### src/rtl/keypad_pkg.sv
`default_nettype none
// ============================================================================
//  Module      : keypad_pkg
//  Description : Shared types and helpers for the keypad scanner.
//                - scan_state_t : scan FSM states (SCAN / DEBOUNCE / HELD)
//                - key_width()  : bit width of a key code for a ROWS x COLS pad
//                - IDLE_ROW     : row index driven out of reset
//  Revision    : 1.0 - initial release
// ============================================================================
package keypad_pkg;

  typedef enum logic [1:0] {
    ST_SCAN     = 2'd0,
    ST_DEBOUNCE = 2'd1,
    ST_HELD     = 2'd2
  } scan_state_t;

  // Row driven after reset; the idle pattern on ROW_OUT is a one-hot of this.
  localparam int unsigned IDLE_ROW = 0;

  // Key code width; at least one bit so a 1x1 pad still has a legal bus.
  function automatic int unsigned key_width(input int unsigned rows,
                                            input int unsigned cols);
    return (rows * cols > 1) ? $clog2(rows * cols) : 1;
  endfunction

endpackage
`default_nettype wire

### src/rtl/key_fifo.sv
`default_nettype none
// ============================================================================
//  Module      : key_fifo
//  Description : Small synchronous FIFO for key codes.
//                A push while full succeeds only if a pop happens in the same
//                cycle; a pop while empty is ignored. head_o reads 0 when empty.
//  Ports       : clk_i, rst_i (sync, active high)
//                push_i/data_i  - write request and data
//                pop_i          - dequeue head
//                head_o         - current head entry (0 when empty)
//                full_o/empty_o - occupancy flags
//  Revision    : 1.0 - initial release
// ============================================================================
module key_fifo #(
  parameter int unsigned WIDTH = 4,
  parameter int unsigned DEPTH = 4
) (
  input  logic             clk_i,
  input  logic             rst_i,
  input  logic             push_i,
  input  logic [WIDTH-1:0] data_i,
  input  logic             pop_i,
  output logic [WIDTH-1:0] head_o,
  output logic             full_o,
  output logic             empty_o
);

  localparam int unsigned AW = $clog2(DEPTH);

  logic [WIDTH-1:0] mem_q [DEPTH];
  // Pointers carry one extra wrap bit to tell full from empty.
  logic [AW:0]      wr_q;
  logic [AW:0]      rd_q;
  logic             w_pop;
  logic             w_wr;

  always_comb begin
    empty_o = (wr_q == rd_q);
    full_o  = (wr_q[AW] != rd_q[AW]) && (wr_q[AW-1:0] == rd_q[AW-1:0]);
    w_pop   = pop_i && !empty_o;
    w_wr    = push_i && (!full_o || w_pop);
    head_o  = empty_o ? '0 : mem_q[rd_q[AW-1:0]];
  end

  always_ff @(posedge clk_i) begin
    if (rst_i) begin
      wr_q <= '0;
      rd_q <= '0;
    end else begin
      if (w_wr)  wr_q <= wr_q + 1'b1;
      if (w_pop) rd_q <= rd_q + 1'b1;
    end
  end

  always_ff @(posedge clk_i) begin
    if (w_wr) mem_q[wr_q[AW-1:0]] <= data_i;
  end

endmodule
`default_nettype wire

### src/rtl/keypad_scan_fifo.sv
`default_nettype none
// ============================================================================
//  Module      : keypad_scan_fifo
//  Description : ROWS x COLS matrix keypad scanner with debounce, key-code
//                FIFO, timed interrupt pulse and sticky overflow flag.
//                Optional build macro KEYPAD_REPEAT_EN adds auto-repeat
//                (parameter REPEAT_SCANS) while a key stays held.
//  Ports       : CLK, RST (sync, active high)
//                COL_IN    - column sense lines, active high
//                ROW_OUT   - one-hot row drive
//                KEY_POP   - dequeue FIFO head
//                KEY_DATA  - FIFO head code (r*COLS+c), 0 when empty
//                KEY_VALID - FIFO not empty
//                INTR      - INTR_LEN-cycle pulse per accepted key
//                OVERFLOW  - sticky, a key was dropped on a full FIFO
//  Revision    : 1.0 - initial release
// ============================================================================
module keypad_scan_fifo
  import keypad_pkg::*;
#(
  parameter int unsigned ROWS       = 4,
  parameter int unsigned COLS       = 3,
  parameter int unsigned SCAN_DIV   = 10,
  parameter int unsigned DEBOUNCE   = 3,
  parameter int unsigned FIFO_DEPTH = 4,
  parameter int unsigned INTR_LEN   = 2
`ifdef KEYPAD_REPEAT_EN
  , parameter int unsigned REPEAT_SCANS = 50
`endif
) (
  input  logic                                CLK,
  input  logic                                RST,
  input  logic [COLS-1:0]                     COL_IN,
  output logic [ROWS-1:0]                     ROW_OUT,
  input  logic                                KEY_POP,
  output logic [key_width(ROWS, COLS)-1:0]    KEY_DATA,
  output logic                                KEY_VALID,
  output logic                                INTR,
  output logic                                OVERFLOW
);

  localparam int unsigned KW   = key_width(ROWS, COLS);
  localparam int unsigned RW   = (ROWS > 1) ? $clog2(ROWS) : 1;
  localparam int unsigned CW   = (COLS > 1) ? $clog2(COLS) : 1;
  localparam int unsigned DW   = $clog2(SCAN_DIV);
  localparam int unsigned CNTW = $clog2(DEBOUNCE + 1);
  localparam int unsigned IW   = $clog2(INTR_LEN + 1);

  scan_state_t     state_q, state_d;
  logic [RW-1:0]   row_q,   row_d;
  logic [CW-1:0]   col_q,   col_d;
  logic [KW-1:0]   code_q,  code_d;
  logic [CNTW-1:0] cnt_q,   cnt_d;
  logic [DW-1:0]   div_q,   div_d;
  logic [IW-1:0]   intr_q,  intr_d;
  logic            ovf_q,   ovf_d;
`ifdef KEYPAD_REPEAT_EN
  localparam int unsigned REPW = $clog2(REPEAT_SCANS + 1);
  logic [REPW-1:0] rep_q,   rep_d;
`endif

  logic            w_tick;
  logic            w_any;
  logic [CW-1:0]   w_col;
  logic [KW-1:0]   w_code;
  logic            w_push;
  logic            w_full;
  logic            w_empty;

  // Lowest-numbered active column wins.
  always_comb begin
    w_any = |COL_IN;
    w_col = '0;
    for (int c = COLS - 1; c >= 0; c--) begin
      if (COL_IN[c]) w_col = CW'(c);
    end
    w_code = KW'(int'(row_q) * int'(COLS) + int'(w_col));
    w_tick = (div_q == DW'(SCAN_DIV - 1));
  end

  // --------------------------------------------------------------------------
  // State register
  // --------------------------------------------------------------------------
  always_ff @(posedge CLK) begin
    if (RST) begin
      state_q <= ST_SCAN;
      row_q   <= RW'(IDLE_ROW);
      col_q   <= '0;
      code_q  <= '0;
      cnt_q   <= '0;
      div_q   <= '0;
      intr_q  <= '0;
      ovf_q   <= 1'b0;
`ifdef KEYPAD_REPEAT_EN
      rep_q   <= '0;
`endif
    end else begin
      state_q <= state_d;
      row_q   <= row_d;
      col_q   <= col_d;
      code_q  <= code_d;
      cnt_q   <= cnt_d;
      div_q   <= div_d;
      intr_q  <= intr_d;
      ovf_q   <= ovf_d;
`ifdef KEYPAD_REPEAT_EN
      rep_q   <= rep_d;
`endif
    end
  end

  // --------------------------------------------------------------------------
  // Next-state logic. Every decision happens on the sample tick, the last
  // cycle of a SCAN_DIV window; the divider free-runs across all states.
  // --------------------------------------------------------------------------
  always_comb begin
    state_d = state_q;
    row_d   = row_q;
    col_d   = col_q;
    code_d  = code_q;
    cnt_d   = cnt_q;
    div_d   = w_tick ? '0 : div_q + 1'b1;
    w_push  = 1'b0;
`ifdef KEYPAD_REPEAT_EN
    rep_d   = (state_q == ST_HELD) ? rep_q : '0;
`endif

    if (w_tick) begin
      case (state_q)
        ST_SCAN: begin
          if (w_any) begin
            code_d = w_code;
            col_d  = w_col;
            if (DEBOUNCE == 1) begin
              w_push  = 1'b1;
              state_d = ST_HELD;
              cnt_d   = '0;
            end else begin
              state_d = ST_DEBOUNCE;
              cnt_d   = CNTW'(1);
            end
          end else begin
            row_d = (row_q == RW'(ROWS - 1)) ? '0 : row_q + 1'b1;
          end
        end

        ST_DEBOUNCE: begin
          if (w_any && (w_col == col_q)) begin
            if (cnt_q == CNTW'(DEBOUNCE - 1)) begin
              w_push  = 1'b1;
              state_d = ST_HELD;
              cnt_d   = '0;
            end else begin
              cnt_d = cnt_q + 1'b1;
            end
          end else begin
            // Unstable: retry this row without advancing.
            state_d = ST_SCAN;
            cnt_d   = '0;
          end
        end

        ST_HELD: begin
          if (w_any) begin
            cnt_d = '0;
`ifdef KEYPAD_REPEAT_EN
            if (rep_q == REPW'(REPEAT_SCANS - 1)) begin
              w_push = 1'b1;
              rep_d  = '0;
            end else begin
              rep_d = rep_q + 1'b1;
            end
`endif
          end else begin
`ifdef KEYPAD_REPEAT_EN
            rep_d = '0;
`endif
            if (cnt_q == CNTW'(DEBOUNCE - 1)) begin
              state_d = ST_SCAN;
              cnt_d   = '0;
              row_d   = (row_q == RW'(ROWS - 1)) ? '0 : row_q + 1'b1;
            end else begin
              cnt_d = cnt_q + 1'b1;
            end
          end
        end

        default: begin
          state_d = ST_SCAN;
          cnt_d   = '0;
        end
      endcase
    end

    // A new push restarts the pulse even if one is already running.
    if (w_push)              intr_d = IW'(INTR_LEN);
    else if (intr_q != '0)   intr_d = intr_q - 1'b1;
    else                     intr_d = '0;

    ovf_d = ovf_q | (w_push && w_full && !KEY_POP);
  end

  // --------------------------------------------------------------------------
  // Outputs
  // --------------------------------------------------------------------------
  always_comb begin
    for (int r = 0; r < ROWS; r++) begin
      ROW_OUT[r] = (row_q == RW'(r));
    end
    KEY_VALID = !w_empty;
    INTR      = (intr_q != '0);
    OVERFLOW  = ovf_q;
  end

  key_fifo #(
    .WIDTH (KW),
    .DEPTH (FIFO_DEPTH)
  ) u_fifo (
    .clk_i   (CLK),
    .rst_i   (RST),
    .push_i  (w_push),
    .data_i  (code_d),
    .pop_i   (KEY_POP),
    .head_o  (KEY_DATA),
    .full_o  (w_full),
    .empty_o (w_empty)
  );

endmodule
`default_nettype wire

### config.mk
export PLATFORM = sky130hd
export DESIGN_NAME = keypad_scan_fifo
export DESIGN_NICKNAME = d
export VERILOG_FILES = /design/src/rtl/keypad_pkg.sv /design/src/rtl/key_fifo.sv /design/src/rtl/keypad_scan_fifo.sv
export SDC_FILE = /design/constraint.sdc
export NUM_CORES = 1
export LEC_CHECK = 0
export CAP_MARGIN = 20
export CORE_MARGIN = 4
export CORE_UTILIZATION = 40
export DETAILED_ROUTE_END_ITERATION = 16
export SLEW_MARGIN = 0
export SYNTH_ARGS = -nofsm -noshare
export SYNTH_HDL_FRONTEND = slang
export SYNTH_SLANG_ARGS = --single-unit
### constraint.sdc
create_clock -name CLK -period 6.9 [get_ports CLK]
set_input_delay 1.38 -clock CLK [delete_from_list [all_inputs] [get_ports CLK]]
set_output_delay 1.38 -clock CLK [all_outputs]
set_load 0.02 [all_outputs]
==> impl_metrics.tcl <==
set metrics [dict create \
    antenna_cells 0 \
    synth_compound_area_share_pct 8.05 \
    ys_types 38 \
    min_period_ps 3570 \
    drtIter0Drc 69 \
    grt_pass1_wl_mm 6.30 \
    clkTransAtPathRegs_ps 80 \
    r2r_slack_ps 4580 \
    setup_viol 0 \
    synth_fa_ha_area_share_pct 10.0 \
    yosys-top-cells-area "dfxtp_1 27%, edfxtp_1 24%, ha_1 8.0%" \
    cap_violations 0 \
    synth-simple-area-share_pct 18.6 \
    hold-worst-slack_ps 446 \
    core_area_mm2 0.00482 \
    crit_top_cell "fa_1" \
    rsz0062_at_grt "false" \
    hp-class "reg -> reg" \
    synthMuxAreaShare_pct 6.69 \
    critical_path.top_delay_family "adder cells" \
    slowest_delay_ps 480 \
    die_h_um 79.1 \
    antenna_found_initial 0 \
    post_cts_resized 0 \
    power_density_mw_per_mm2 197 \
    route.vias.total 1358 \
    clk_latency_ps 290 \
    cp-end-kind "flop" \
    endpoint "u_fifo.mem_q[2][2]" \
    ctsHoldBuffers 0 \
    synth_nets 208 \
    ys_seq_elements 43 \
    total_power_uw 467 \
    cts_num_sinks 43 \
    cts_made_buffers 5 \
    final_cell_mix "27 x dfxtp_1, 22 x nor2_1, 16 x clkdlybuf4s50_1, 16 x edfxtp_1, 13 x ha_1" \
    routabilityCongestion 0.870 \
    post-route-period-util_pct 51.7 \
    postSynthCellCount 187 \
    synth-warning-count 0 \
    reg2reg_to "u_fifo.mem_q[2][2]" \
    via_per_inst 4.97 \
    cts_tree "built" \
    dr.pass1.iters 4 \
    ir_drop_mv 0.103 \
    critPathKind "in -> reg" \
    area_growth_pct 17.5 \
    ios 17 \
    synth-xor-area-share_pct 3.03 \
    fin_nets 226 \
    routedWlPerCell_um 13.2 \
    r2r-start "row_q[0]" \
    crit_chain "clkdlybuf4s50_1 -> nor2_1 -> nand2_1 -> fa_1 -> inv_1 -> ha_1 -> fa_1 -> mux2_2" \
    ys_seq_area_share_pct 50.5 \
    p_int_uw 376 \
    cts_setup_buffers 0 \
    netlist_area_mm2 0.00202 \
    numPortBuffers 16 \
    required_ps 6930 \
    final_common_cell "dfxtp_1" \
    drive_above_1_share_pct 9.22 \
    slew-limit-headroom_pct 62.8 \
    power_switching_uw 90.6 \
    synth_top_family_by_area "simple AND/OR/NAND/NOR gates" \
    grt_max_degree 28 \
    synth.avg_cell_area_um2 10.8 \
    rr_worst_depth 6 \
    p_comb_share_pct 3.4 \
    arrival_ps 3600 \
    worst-path-buf-inv 2 \
    hold_start "intr_q[1]" \
    drtAntennaViolNets 0 \
    globalRouteOverflowTotal 0 \
    finalSetupTns_ps 0 \
    max_freq_ghz 0.280 \
    wl_mm 3.62 \
    place_ws_ps 3000 \
    setup_slack_ps 3330 \
    leakagePower_uw 0.000854 \
    grt_pass1_vias 1379 \
    cts_buffer_depth 2 \
    cp-start-kind "input pin" \
    slowest_stage "clkdlybuf4s50_1" \
    design.die.area_mm2 0.00625 \
    synth.top_cell.area_share_pct 26.7 \
    netSwitchingFraction_pct 19.4 \
    utilization_pct 49.3 \
    nFillCells 451 \
    dieWidth_um 79.1 \
    dpl.hpwl_mm 2.73 \
    start_util_pct 41.9 \
    crit_fanout 5 \
    p_clk_share_pct 40.0 \
    worstMarginPinSlew_ps 554 \
    cp-startpoint "COL_IN[0]" \
    hold_viol_final 0 \
    cp.depth 8 \
    slew_violations 0 \
    status "finished clean" \
    drc 0 \
    row_count 25 \
    yosysTopAreaCell "dfxtp_1" \
    skew_ps 9.21 \
    root_buffer "clkbuf_8" \
    seqPwrFrac_pct 56.6 \
    grt_usage_pct 12.9 \
    ctsHtreeMaxLevel 2 \
]
routing by layer:
layer	vias up	GRT usage, %	routed length, µm	share of wire, %
met5	-	0	0	0
met2	15	22.0	1790	49
met3	6	3.17	111	3.1
met4	0	5.67	59	1.6
met1	643	15.3	1660	46
li1	694	-	-	-
worst min-delay path, cell delays in order, from the launching register on:
cell and delay, ps:
dfxtp_1 320, nand2_1 50, a21oi_1 30
worst min-delay path by stage:
| stage | slack (ps) | cells after the start | endpoint |
|---|---|---|---|
| floorplan | 420 | 2 | intr_q[0] |
| global placement | 430 | 2 | intr_q[0] |
| detailed placement | 440 | 2 | intr_q[0] |
| CTS | 450 | 2 | intr_q[0] |
| global route | 490 | 2 | intr_q[0] |
| finish | 450 | 2 | intr_q[0] |
power by group through the flow:
stage                     clock [µW]  sequential [µW]  combinational (µW)
final                            187              264                16.0
after global routing             201              264                17.6
after CTS                        192              264                14.2
after detailed placement           0              270                14.2
after global placement             0              270                13.4
after floorplan                    0              270                8.55
logic make-up (layout without fill, tap and decap cells):
| family | count (synthesis) | after routing |
|---|---|---|
| multiplexers | 8 | 8 |
| XOR/XNOR | 7 | 7 |
| AND/OR/NAND/NOR | 73 | 73 |
| adder cells (fa/ha/maj) | 15 | 15 |
| AO/OA/AOI/OAI | 25 | 25 |
| flip-flops | 43 | 43 |
| buffers and inverters | 16 | 35 |
cell usage after synthesis:
master,instances
nand2_1,12
and2_1,7
nand3_1,2
a2111oi_2,1
inv_1,10
mux2_2,4
or2_2,1
buf_2,2
ha_1,13
nor2b_1,4
mux4_2,4
a2111o_1,1
clkbuf_1,4
dfxtp_1,27
a21oi_1,12
o32ai_1,1
or4_1,1
nor3b_1,3
o21ai_0,3
nand3b_1,2
nor4_1,2
a22oi_1,2
fa_1,2
a211oi_1,1
nor2b_2,1
or3_1,2
nor2_1,22
and4b_1,1
or2_1,1
a31oi_1,2
nor3_1,8
nand2b_1,3
xor2_1,3
nand4b_1,1
xnor2_1,4
a21o_1,1
a222oi_1,1
edfxtp_1,16
layout make-up:
| type | instances | area (µm²) | share of cell area, % |
|---|---|---|---|
| clock inverter | 3 | 38.8 | 1.63 |
| timing repair buffer | 17 | 188 | 7.90 |
| inverter | 10 | 37.5 | 1.58 |
| clock buffer | 5 | 68.8 | 2.90 |
| tap | 67 | 83.8 | 3.53 |
| sequential | 43 | 1020 | 43.0 |
| multi-input combinational | 128 | 937 | 39.5 |
flip-flops by register name, summed over array words and instances (netlist names), named ones only:
register / cells
cnt_q: 2
state_q: 2
col_q: 2
intr_q: 2
u_fifo.rd_q: 3
u_fifo.mem_q: 16
row_q: 2
code_q: 4
div_q: 4
u_fifo.wr_q: 3
OVERFLOW: 1
per-stage QoR:
step / cells / area (µm²)
after global placement: 264 / 2240
final: 273 / 2370
after CTS: 272 / 2350
after detailed placement: 264 / 2240
after global routing: 273 / 2370
after floorplan: 187 / 2020
Note: power is estimated with default switching activity, not from simulation.
